### src/rtl/memory_controller_pkg.sv
// Shared definitions for the memory controller: port encodings, default
// widths and the reserved word addresses used by the processor's firmware.
package mem_ctrl_pkg;

  // Which front-end port is serviced in a given cycle
  typedef enum logic [1:0] {
    PORT_IR      = 2'd0,
    PORT_DATA    = 2'd1,
    PORT_RESERVE = 2'd2,
    PORT_AUX     = 2'd3
  } port_e;

  localparam int ADDR_W = 7;
  localparam int DATA_W = 8;

  // Display syscall words and start of the program image
  localparam logic [6:0] DISP0     = 7'd28;
  localparam logic [6:0] DISP1     = 7'd29;
  localparam logic [6:0] DISP2     = 7'd30;
  localparam logic [6:0] DISP3     = 7'd31;
  localparam logic [6:0] PROG_BASE = 7'd32;

endpackage

### src/rtl/memory_controller_if.sv
// Bus bundle between the core and the memory controller: request strobe,
// port select, four request ports and their registered read-back data.
interface memory_controller_if #(
  parameter int ADDR_W = mem_ctrl_pkg::ADDR_W,
  parameter int DATA_W = mem_ctrl_pkg::DATA_W
);
  logic              en;
  logic [1:0]        state;
  logic              read0, read1, read2, read3;
  logic              write0, write1, write2, write3;
  logic [ADDR_W-1:0] address0, address1, address2, address3;
  logic [DATA_W-1:0] input_data0, input_data1, input_data2, input_data3;
  logic [DATA_W-1:0] output_data0, output_data1, output_data2, output_data3;
  logic              ready;

  modport master (
    output en, state,
    output read0, read1, read2, read3,
    output write0, write1, write2, write3,
    output address0, address1, address2, address3,
    output input_data0, input_data1, input_data2, input_data3,
    input  output_data0, output_data1, output_data2, output_data3,
    input  ready
  );

  modport slave (
    input  en, state,
    input  read0, read1, read2, read3,
    input  write0, write1, write2, write3,
    input  address0, address1, address2, address3,
    input  input_data0, input_data1, input_data2, input_data3,
    output output_data0, output_data1, output_data2, output_data3,
    output ready
  );
endinterface

### src/rtl/memory_controller_mem_array.sv
// Single-port RAM: synchronous write, combinational read. The controller's
// output registers turn the read into a one-cycle synchronous access.
// CLEAR_EN lets a clear pulse zero every word on the same posedge.
module mem_array #(
  parameter int ADDR_W   = mem_ctrl_pkg::ADDR_W,
  parameter int DATA_W   = mem_ctrl_pkg::DATA_W,
  parameter bit CLEAR_EN = 1'b0
) (
  input  logic              clk,
  input  logic              clear,
  input  logic              we,
  input  logic [ADDR_W-1:0] addr,
  input  logic [DATA_W-1:0] wdata,
  output logic [DATA_W-1:0] rdata
);
  localparam int DEPTH = 2 ** ADDR_W;

  logic [DATA_W-1:0] mem [DEPTH];

  // Word storage: optional bulk clear, otherwise a single-word write
  always_ff @(posedge clk) begin
    if (CLEAR_EN && clear) begin
      for (int i = 0; i < DEPTH; i++) begin
        mem[i] <= '0;
      end
    end else if (we) begin
      mem[addr] <= wdata;
    end
  end

  assign rdata = mem[addr];
endmodule

### src/rtl/memory_controller.sv
// Four-port time-multiplexed front end to one shared RAM. Only the port named
// by `state` is serviced; its result lands in that port's output register and
// `ready` pulses the cycle after every issued request.
// Optional feature: define MEMORY_CONTROLLER_CLEAR_ON_RESET_EN to have reset
// also zero the whole RAM; by default reset leaves RAM contents alone.
module memory_controller
  import mem_ctrl_pkg::*;
#(
  parameter int ADDR_W = mem_ctrl_pkg::ADDR_W,
  parameter int DATA_W = mem_ctrl_pkg::DATA_W
) (
  input  logic                clk,
  input  logic                reset,
  memory_controller_if.slave  bus
);
`ifdef MEMORY_CONTROLLER_CLEAR_ON_RESET_EN
  localparam bit CLEAR_EN = 1'b1;
`else
  localparam bit CLEAR_EN = 1'b0;
`endif

  logic [DATA_W-1:0] out_q [4];
  logic              ready_q;
  logic              sel_read;
  logic              sel_write;
  logic [ADDR_W-1:0] sel_addr;
  logic [DATA_W-1:0] sel_wdata;
  logic [DATA_W-1:0] ram_rdata;
  logic              ram_we;

  // Route the request of the selected port to the shared RAM
  always_comb begin
    sel_read  = bus.read0;
    sel_write = bus.write0;
    sel_addr  = bus.address0;
    sel_wdata = bus.input_data0;
    case (port_e'(bus.state))
      PORT_DATA: begin
        sel_read  = bus.read1;
        sel_write = bus.write1;
        sel_addr  = bus.address1;
        sel_wdata = bus.input_data1;
      end
      PORT_RESERVE: begin
        sel_read  = bus.read2;
        sel_write = bus.write2;
        sel_addr  = bus.address2;
        sel_wdata = bus.input_data2;
      end
      PORT_AUX: begin
        sel_read  = bus.read3;
        sel_write = bus.write3;
        sel_addr  = bus.address3;
        sel_wdata = bus.input_data3;
      end
      default: ;
    endcase
  end

  // A write in a reset cycle is dropped so reset never corrupts RAM
  assign ram_we = bus.en & ~reset & sel_write;

  mem_array #(
    .ADDR_W   (ADDR_W),
    .DATA_W   (DATA_W),
    .CLEAR_EN (CLEAR_EN)
  ) u_mem (
    .clk   (clk),
    .clear (reset),
    .we    (ram_we),
    .addr  (sel_addr),
    .wdata (sel_wdata),
    .rdata (ram_rdata)
  );

  // Per-port result registers (write-through, write wins) and ready flag
  always_ff @(posedge clk) begin
    if (reset) begin
      for (int i = 0; i < 4; i++) begin
        out_q[i] <= '0;
      end
      ready_q <= 1'b0;
    end else begin
      ready_q <= bus.en;
      if (bus.en && (sel_write || sel_read)) begin
        out_q[bus.state] <= sel_write ? sel_wdata : ram_rdata;
      end
    end
  end

  assign bus.output_data0 = out_q[0];
  assign bus.output_data1 = out_q[1];
  assign bus.output_data2 = out_q[2];
  assign bus.output_data3 = out_q[3];
  assign bus.ready        = ready_q;
endmodule

### src/flat_wrapper.sv
// flat-port wrapper written by rule: the top's interface ports become plain ports
module memory_controller_flat import mem_ctrl_pkg::*;
#(
  parameter int ADDR_W = mem_ctrl_pkg::ADDR_W,
  parameter int DATA_W = mem_ctrl_pkg::DATA_W
)
  (clk, reset, bus_en, bus_state, bus_read0, bus_read1, bus_read2, bus_read3, bus_write0, bus_write1, bus_write2, bus_write3, bus_address0, bus_address1, bus_address2, bus_address3, bus_input_data0, bus_input_data1, bus_input_data2, bus_input_data3, bus_output_data0, bus_output_data1, bus_output_data2, bus_output_data3, bus_ready);
  memory_controller_if #(.ADDR_W(ADDR_W), .DATA_W(DATA_W)) bus_i ();
  input  logic clk;
  input  logic reset;
  input wire logic [$bits(bus_i.en)-1:0] bus_en;
  input wire logic [$bits(bus_i.state)-1:0] bus_state;
  input wire logic [$bits(bus_i.read0)-1:0] bus_read0;
  input wire logic [$bits(bus_i.read1)-1:0] bus_read1;
  input wire logic [$bits(bus_i.read2)-1:0] bus_read2;
  input wire logic [$bits(bus_i.read3)-1:0] bus_read3;
  input wire logic [$bits(bus_i.write0)-1:0] bus_write0;
  input wire logic [$bits(bus_i.write1)-1:0] bus_write1;
  input wire logic [$bits(bus_i.write2)-1:0] bus_write2;
  input wire logic [$bits(bus_i.write3)-1:0] bus_write3;
  input wire logic [$bits(bus_i.address0)-1:0] bus_address0;
  input wire logic [$bits(bus_i.address1)-1:0] bus_address1;
  input wire logic [$bits(bus_i.address2)-1:0] bus_address2;
  input wire logic [$bits(bus_i.address3)-1:0] bus_address3;
  input wire logic [$bits(bus_i.input_data0)-1:0] bus_input_data0;
  input wire logic [$bits(bus_i.input_data1)-1:0] bus_input_data1;
  input wire logic [$bits(bus_i.input_data2)-1:0] bus_input_data2;
  input wire logic [$bits(bus_i.input_data3)-1:0] bus_input_data3;
  output wire logic [$bits(bus_i.output_data0)-1:0] bus_output_data0;
  output wire logic [$bits(bus_i.output_data1)-1:0] bus_output_data1;
  output wire logic [$bits(bus_i.output_data2)-1:0] bus_output_data2;
  output wire logic [$bits(bus_i.output_data3)-1:0] bus_output_data3;
  output wire logic [$bits(bus_i.ready)-1:0] bus_ready;
  assign bus_i.en = bus_en;
  assign bus_i.state = bus_state;
  assign bus_i.read0 = bus_read0;
  assign bus_i.read1 = bus_read1;
  assign bus_i.read2 = bus_read2;
  assign bus_i.read3 = bus_read3;
  assign bus_i.write0 = bus_write0;
  assign bus_i.write1 = bus_write1;
  assign bus_i.write2 = bus_write2;
  assign bus_i.write3 = bus_write3;
  assign bus_i.address0 = bus_address0;
  assign bus_i.address1 = bus_address1;
  assign bus_i.address2 = bus_address2;
  assign bus_i.address3 = bus_address3;
  assign bus_i.input_data0 = bus_input_data0;
  assign bus_i.input_data1 = bus_input_data1;
  assign bus_i.input_data2 = bus_input_data2;
  assign bus_i.input_data3 = bus_input_data3;
  assign bus_output_data0 = bus_i.output_data0;
  assign bus_output_data1 = bus_i.output_data1;
  assign bus_output_data2 = bus_i.output_data2;
  assign bus_output_data3 = bus_i.output_data3;
  assign bus_ready = bus_i.ready;
  memory_controller #(.ADDR_W(ADDR_W), .DATA_W(DATA_W)) u_core (.clk(clk), .reset(reset), .bus(bus_i));
endmodule
### config.mk
export PLATFORM = sky130hd
export DESIGN_NAME = memory_controller_flat
export DESIGN_NICKNAME = d
export VERILOG_FILES = /design/src/rtl/memory_controller_pkg.sv /design/src/rtl/memory_controller_if.sv /design/src/rtl/memory_controller_mem_array.sv /design/src/rtl/memory_controller.sv /design/src/flat_wrapper.sv
export SDC_FILE = /design/constraint.sdc
export NUM_CORES = 1
export LEC_CHECK = 0
export ABC_AREA = 1
export CORE_MARGIN = 8
export CORE_UTILIZATION = 52
export CTS_CLUSTER_SIZE = 40
export DETAILED_ROUTE_END_ITERATION = 7
export GPL_ROUTABILITY_DRIVEN = 0
export GPL_TIMING_DRIVEN = 0
export HOLD_SLACK_MARGIN = 0.06
export PLACE_DENSITY = 0.69
export SYNTH_ARGS = -nofsm -noshare
export SYNTH_HDL_FRONTEND = slang
export SYNTH_SLANG_ARGS = --single-unit
### constraint.sdc
create_clock -name clk -period 10 [get_ports clk]
set_input_delay 2.5 -clock clk [delete_from_list [all_inputs] [get_ports clk]]
set_output_delay 2.5 -clock clk [all_outputs]
set_load 0.03 [all_outputs]
; ---- Yosys cells after proc, flatten, opt, wreduce, memory -nomap -nowiden
; Memories as Yosys holds them, arrays and structs flattened.
; Cells that the tools add are included.
[op_classes]
reduce_logical = 3
bitwise_logic = 3
n_eq_ne = 3
muxes = 15
[ops]
columns = operator, n
row1 = one-hot mux 8 bit (3 select lines), 1
row2 = one-hot mux 7 bit (3 select lines), 1
row3 = 2-to-1 mux 8 bit, 2
row4 = 2-to-1 mux 1 bit, 8
row5 = OR reduction 8 bit, 1
row6 = one-hot mux 1 bit (3 select lines), 2
row7 = == test 2 bit (second input constant), 2
row8 = AND 1 bit, 2
row9 = == test 2 x 1 -> 1 bit (second input constant), 1
row10 = 2-to-1 mux 2 bit, 1
row11 = logical AND 1 bit, 1
row12 = logical OR 1 bit, 1
row13 = inverter 1 bit, 1
[word_totals]
mem_bits_rw = 1056
memories = 2
regBits = 1
out_inout_bits = 33
[mem_list]
columns = memory, words, word_bits, read_ports, rd_clocked_by_memory_dff, wr, line_no
row1 = u_core.u_mem.mem, 128, 8, 1, 0, 1, memory_controller_mem_array.sv:18  ; logic [DATA_W-1:0] mem [DEPTH];
row2 = u_core.out_q, 4, 8, 4, 0, 4, memory_controller.sv:22  ; logic [DATA_W-1:0] out_q [4];

; ---- Depth between registers and ports, before layout
[depth]
depth_word = 9
depth_mapped = 22
depth_no_buf = 19

; ---- Modules after synthesis
; Synthesis repeated with hierarchy kept, for this count alone.
[unflattened]
hier_cells = 4637
area_unflattened_um2 = 45900.3
[by_module_without_submodules]
columns = mod, area_per_inst_um2, seq_area_each_um2, cells_each, n_inst
row1 = mem_array, 43815.8, 30749.5, 4394, 1
row2 = memory_controller, 2084.5, 980.9, 243, 1

; ---- Least setup slack after synthesis
; Ideal clock, no wire load.
[synth_timing]
path_kind = input to register
from = input port bus_state[0]
to = memory u_core.u_mem.mem[0][0] (data pin)
slack_ns = 1.847
setup_time_ns = 0.977
cell_stages = 6
arrival_time_ns = 7.177
cell_sequence = inv_1 > clkbuf_1 > nor2_1 > clkbuf_1 > nand2_1 > a31oi_1
[synth_via]
elab_chain_len = 2
elab_cells_between_ends = 4
classes_between = eq/ne (3) / mux (1)
[synth_rtl]
columns = item, line_no
row1 = "start, declared", flat_wrapper.sv:12  ; input wire logic [$bits(bus_i.state)-1:0] bus_state;
row2 = == test 2 bit / == test 2 x 1 -> 1 bit (equally long branches), memory_controller.sv:37  ; case (port_e'(bus.state))
row3 = one-hot mux 8 bit (3 select lines) *, memory_controller.sv:37
row4 = named net u_core.sel_wdata[0], memory_controller.sv:27  ; logic [DATA_W-1:0] sel_wdata;
row5 = "end, declared", memory_controller_mem_array.sv:18
; The timed path passes the listed nets; every way through them passes the cells marked *.

; ---- Worst setup path after layout
[layout_timing]
from = input port bus_state[1]
to = memory u_core.u_mem.mem[35][0] (enable)
[layout_via]
elab_chain_len = 5
elab_cells_between_ends = 8
classes_between = eq/ne (3) / mux (4) / bitwise (1)
[layout_rtl]
columns = item, line_no
row1 = == test 2 bit / == test 2 x 1 -> 1 bit (equally long branches), memory_controller.sv:37
row2 = one-hot mux 1 bit (3 select lines), memory_controller.sv:37
row3 = AND 1 bit, memory_controller.sv:61  ; assign ram_we = bus.en & ~reset & sel_write;
row4 = 2-to-1 mux 1 bit, memory_controller_mem_array.sv:26  ; end else if (we) begin
row5 = 2-to-1 mux 1 bit (implied by the code), memory_controller_mem_array.sv:27  ; mem[addr] <= wdata;
; Parallel ways exist; a longest one is shown, timed or not.

==> impl_metrics.yaml <==
synth:
  syn_nets: 5026
  synth-seq-area-share_pct: 65.4
  synthArstFlopShare_pct: 0
  synth-seq-cells: 1057
  syn_avg_cell_area_sq_um: 9.79
  synth_edf_count: 1056
  synthCells: 4953
  synth_flop_cell: "edfxtp_1"
  netlist_area_sq_um: 48500
  yosysWarnings: 0
  ys_types: 36
layout:
  layout.nets: 5283
  antenna_cells: 0
  post-route-util_pct: 60.1
  instances_no_fill: 6554
  multiInputGateArea_sq_um: 13600
  drive_above_1_share_pct: 7.66
  area_growth_pct: 15.2
  fill_cells: 7590
  seq_area_sq_um: 31700
drt:
  wirelength_microns: 146000
  drtIter0Drc: 4356
  routedWlPerCell_microns: 22.2
  vias_per_cell: 5.44
  antenna_left: 0
  drc: 0
  vias: 35600
  dr.pass1.iters: 7
cts:
  cts-resized-gates: 0
  worstSkewPairLatency_ns: 0.71
  htree_levels: 3
  clkSlewWorstSetupHoldPaths_ns: 0.06
  clock-sinks: 1057
  cts_setup_buffers: 0
  clockBufferDepth: 3
  hold_buffers: 0
  clockRootBuffer: "clkbuf_16"
  cts_tree: "built"
  numCtsBuffers: 108
floorplanning:
  core_sq_um: 92900
  die-area_sq_um: 103000
  die_w_microns: 321
  initial_core_util_pct: 52.2
  die_h_microns: 321
  io_pins: 106
  num_rows: 112
global_route:
  grt_usage_pct: 27.5
  grt_max_degree: 80
  grt_overflow_total: 0
  antenna_found_initial: 2
  grt_pass1_wl_microns: 211000
  grt_pass1_vias: 34100
timing:
  tightestPinTransition_ns: 1.35
  hold_violations: 0
  post-route-min-period_ns: 7.18
  fin_crit_sh_pct: 71.8
  setup_viol: 0
  slew_viol_final: 0
  slew_headroom_pct: 9.71
  clock_skew_ns: 0.0248
  max_freq_mhz: 139
  fin_setup_tns_ns: 0
  rsz0062_at_grt: "false"
setup_path:
  slowest_stage: "nor2_1"
  critPathKind: "primary input to flip-flop"
  crit_fanout: 10
  cp_cell_sequence: "clkdlybuf4s50_1 -> inv_2 -> nor2_4 -> nand2_1 -> nand3_1 -> o21ai_2 -> buf_2 -> nor2_2 -> buf_2 -> nand3_1 -> buf_2 -> nor2_1"
  critPathArrivalTime_ns: 7.48
  cp-start-kind: "primary input"
  required_ns: 10.31
  cp_common_cell: "buf_2"
  crit_path_max_incr_delay_ns: 0.82
  end_kind: "flip-flop"
hold_path:
  hold_path_class: "flip-flop to flip-flop"
status:
  run_status: "finished, final reports clean"
pwr:
  powerDensity_nw_per_um2: 190
  p_leak_nw: 23.8
  peakVddDrop_v: 0.000151
placed_design:
  portBuffers: 105
  place_inst: 6354
  hpwlAfterDp_microns: 103000
flow_run:
  max_cap_viol_count: 0
==> cell usage in the layout, fill, tap and decap left out, types with 53 or more instances in the layout <==
cell                n
buf_2             111
nand3b_1          350
clkbuf_16         111
inv_1             487
edfxtp_1         1056
o21ai_0            53
o21ai_1            61
nand2_1          2336
clkdlybuf4s50_1   105
nor2_1            251
clkbuf_1           73
==> report_power, final <==
part           internal (mW)  switching [mW]
combinational          0.397            1.04
clock                   2.47            1.73
sequential              4.97         0.00465
total                   7.83            2.77
==> final cells by class <==
cell class / instances / area share [%]
Inverter: 497 / 3.35
Tap cell: 1254 / 2.81
Buffer: 264 / 2.63
Sequential cell: 1057 / 56.8
Multi-Input combinational cell: 3135 / 24.3
Clock buffer: 129 / 5.18
Timing Repair Buffer: 147 / 3.58
Clock inverter: 71 / 1.40
==> path summary, 6_finish.rpt <==
check	slack [ns]	cells past startpoint	startpoint	end
min reg2reg	1.10	10	u_core.u_mem.mem[29][6]$_DFFE_PP_	u_core.out_q[3][6]$_DFFE_PP_
min	1.10	10	u_core.u_mem.mem[29][6]$_DFFE_PP_	u_core.out_q[3][6]$_DFFE_PP_
max reg2reg	7.65	15	u_core.u_mem.mem[7][3]$_DFFE_PP_	u_core.out_q[0][3]$_SDFFCE_PN0P_
max	2.82	12	bus_state[1]	u_core.u_mem.mem[35][0]$_DFFE_PP_
==> stage by stage <==
step / total power [mW] / hold slack (ns) / area [sq um] / worst slack, ns
6_report: 10.6 / 1.10 / 55900 / 2.82
3_5_place_dp: 6.45 / 1.04 / 52200 / 2.38
3_3_place_gp: 6.44 / 1.03 / 51100 / -7.55
2_1_floorplan: 5.85 / 0.857 / 48500 / 1.85
4_1_cts: 10.6 / 1.06 / 55900 / 3.05
5_1_grt: 10.9 / 1.18 / 55900 / 2.93
==> per-layer routing <==
metal | global-route usage [%] | vias to the layer above | share of wire (%)
met4 | 13.8 | 2 | 5.6
met3 | 5.60 | 425 | 11
met5 | 0 | - | 0.0096
met2 | 43.6 | 1937 | 45
met1 | 36.1 | 16800 | 39
li1 | - | 16400 | -
==> sequential cells by signal (all words and copies together) (netlist names) <==
register and count:
u_core.bus.ready 1, u_core.out_q 32, u_core.u_mem.mem 1024
==> cell families after synthesis <==
kind of cell	count (synthesis)	share of synthesized area (%)
compound gates	136	1.51
buf+inv	761	6.88
flops	1057	65.4
simple gates	2999	26.2
==> Yosys cell counts, types with 2 or more instances <==
master | number | area, sq um
nand2_1 | 2336 | 8770
edfxtp_1 | 1056 | 31700
inv_1 | 488 | 1830
nand3b_1 | 350 | 2630
nor2_1 | 251 | 942
buf_2 | 111 | 556
o21ai_1 | 61 | 305
clkbuf_1 | 60 | 225
o21ai_0 | 53 | 265
nand3_1 | 35 | 175
buf_4 | 34 | 255
buf_1 | 30 | 113
buf_6 | 28 | 315
nand4_1 | 11 | 68.8
nor3_1 | 6 | 30.0
a31oi_1 | 5 | 31.3
inv_2 | 5 | 18.8
a21oi_1 | 4 | 20.0
a41oi_1 | 4 | 35.0
nor2_2 | 4 | 25.0
clkinv_1 | 3 | 11.3
o21a_1 | 3 | 22.5
nor2_4 | 2 | 22.5
==> worst max-delay path: cells and delay by family <==
kind / cells / cell delay, ns
compound gates: 1 / 0.12
buf+inv: 5 / 2.20
simple gates: 6 / 2.63
Power figures use the tool's default switching activity.
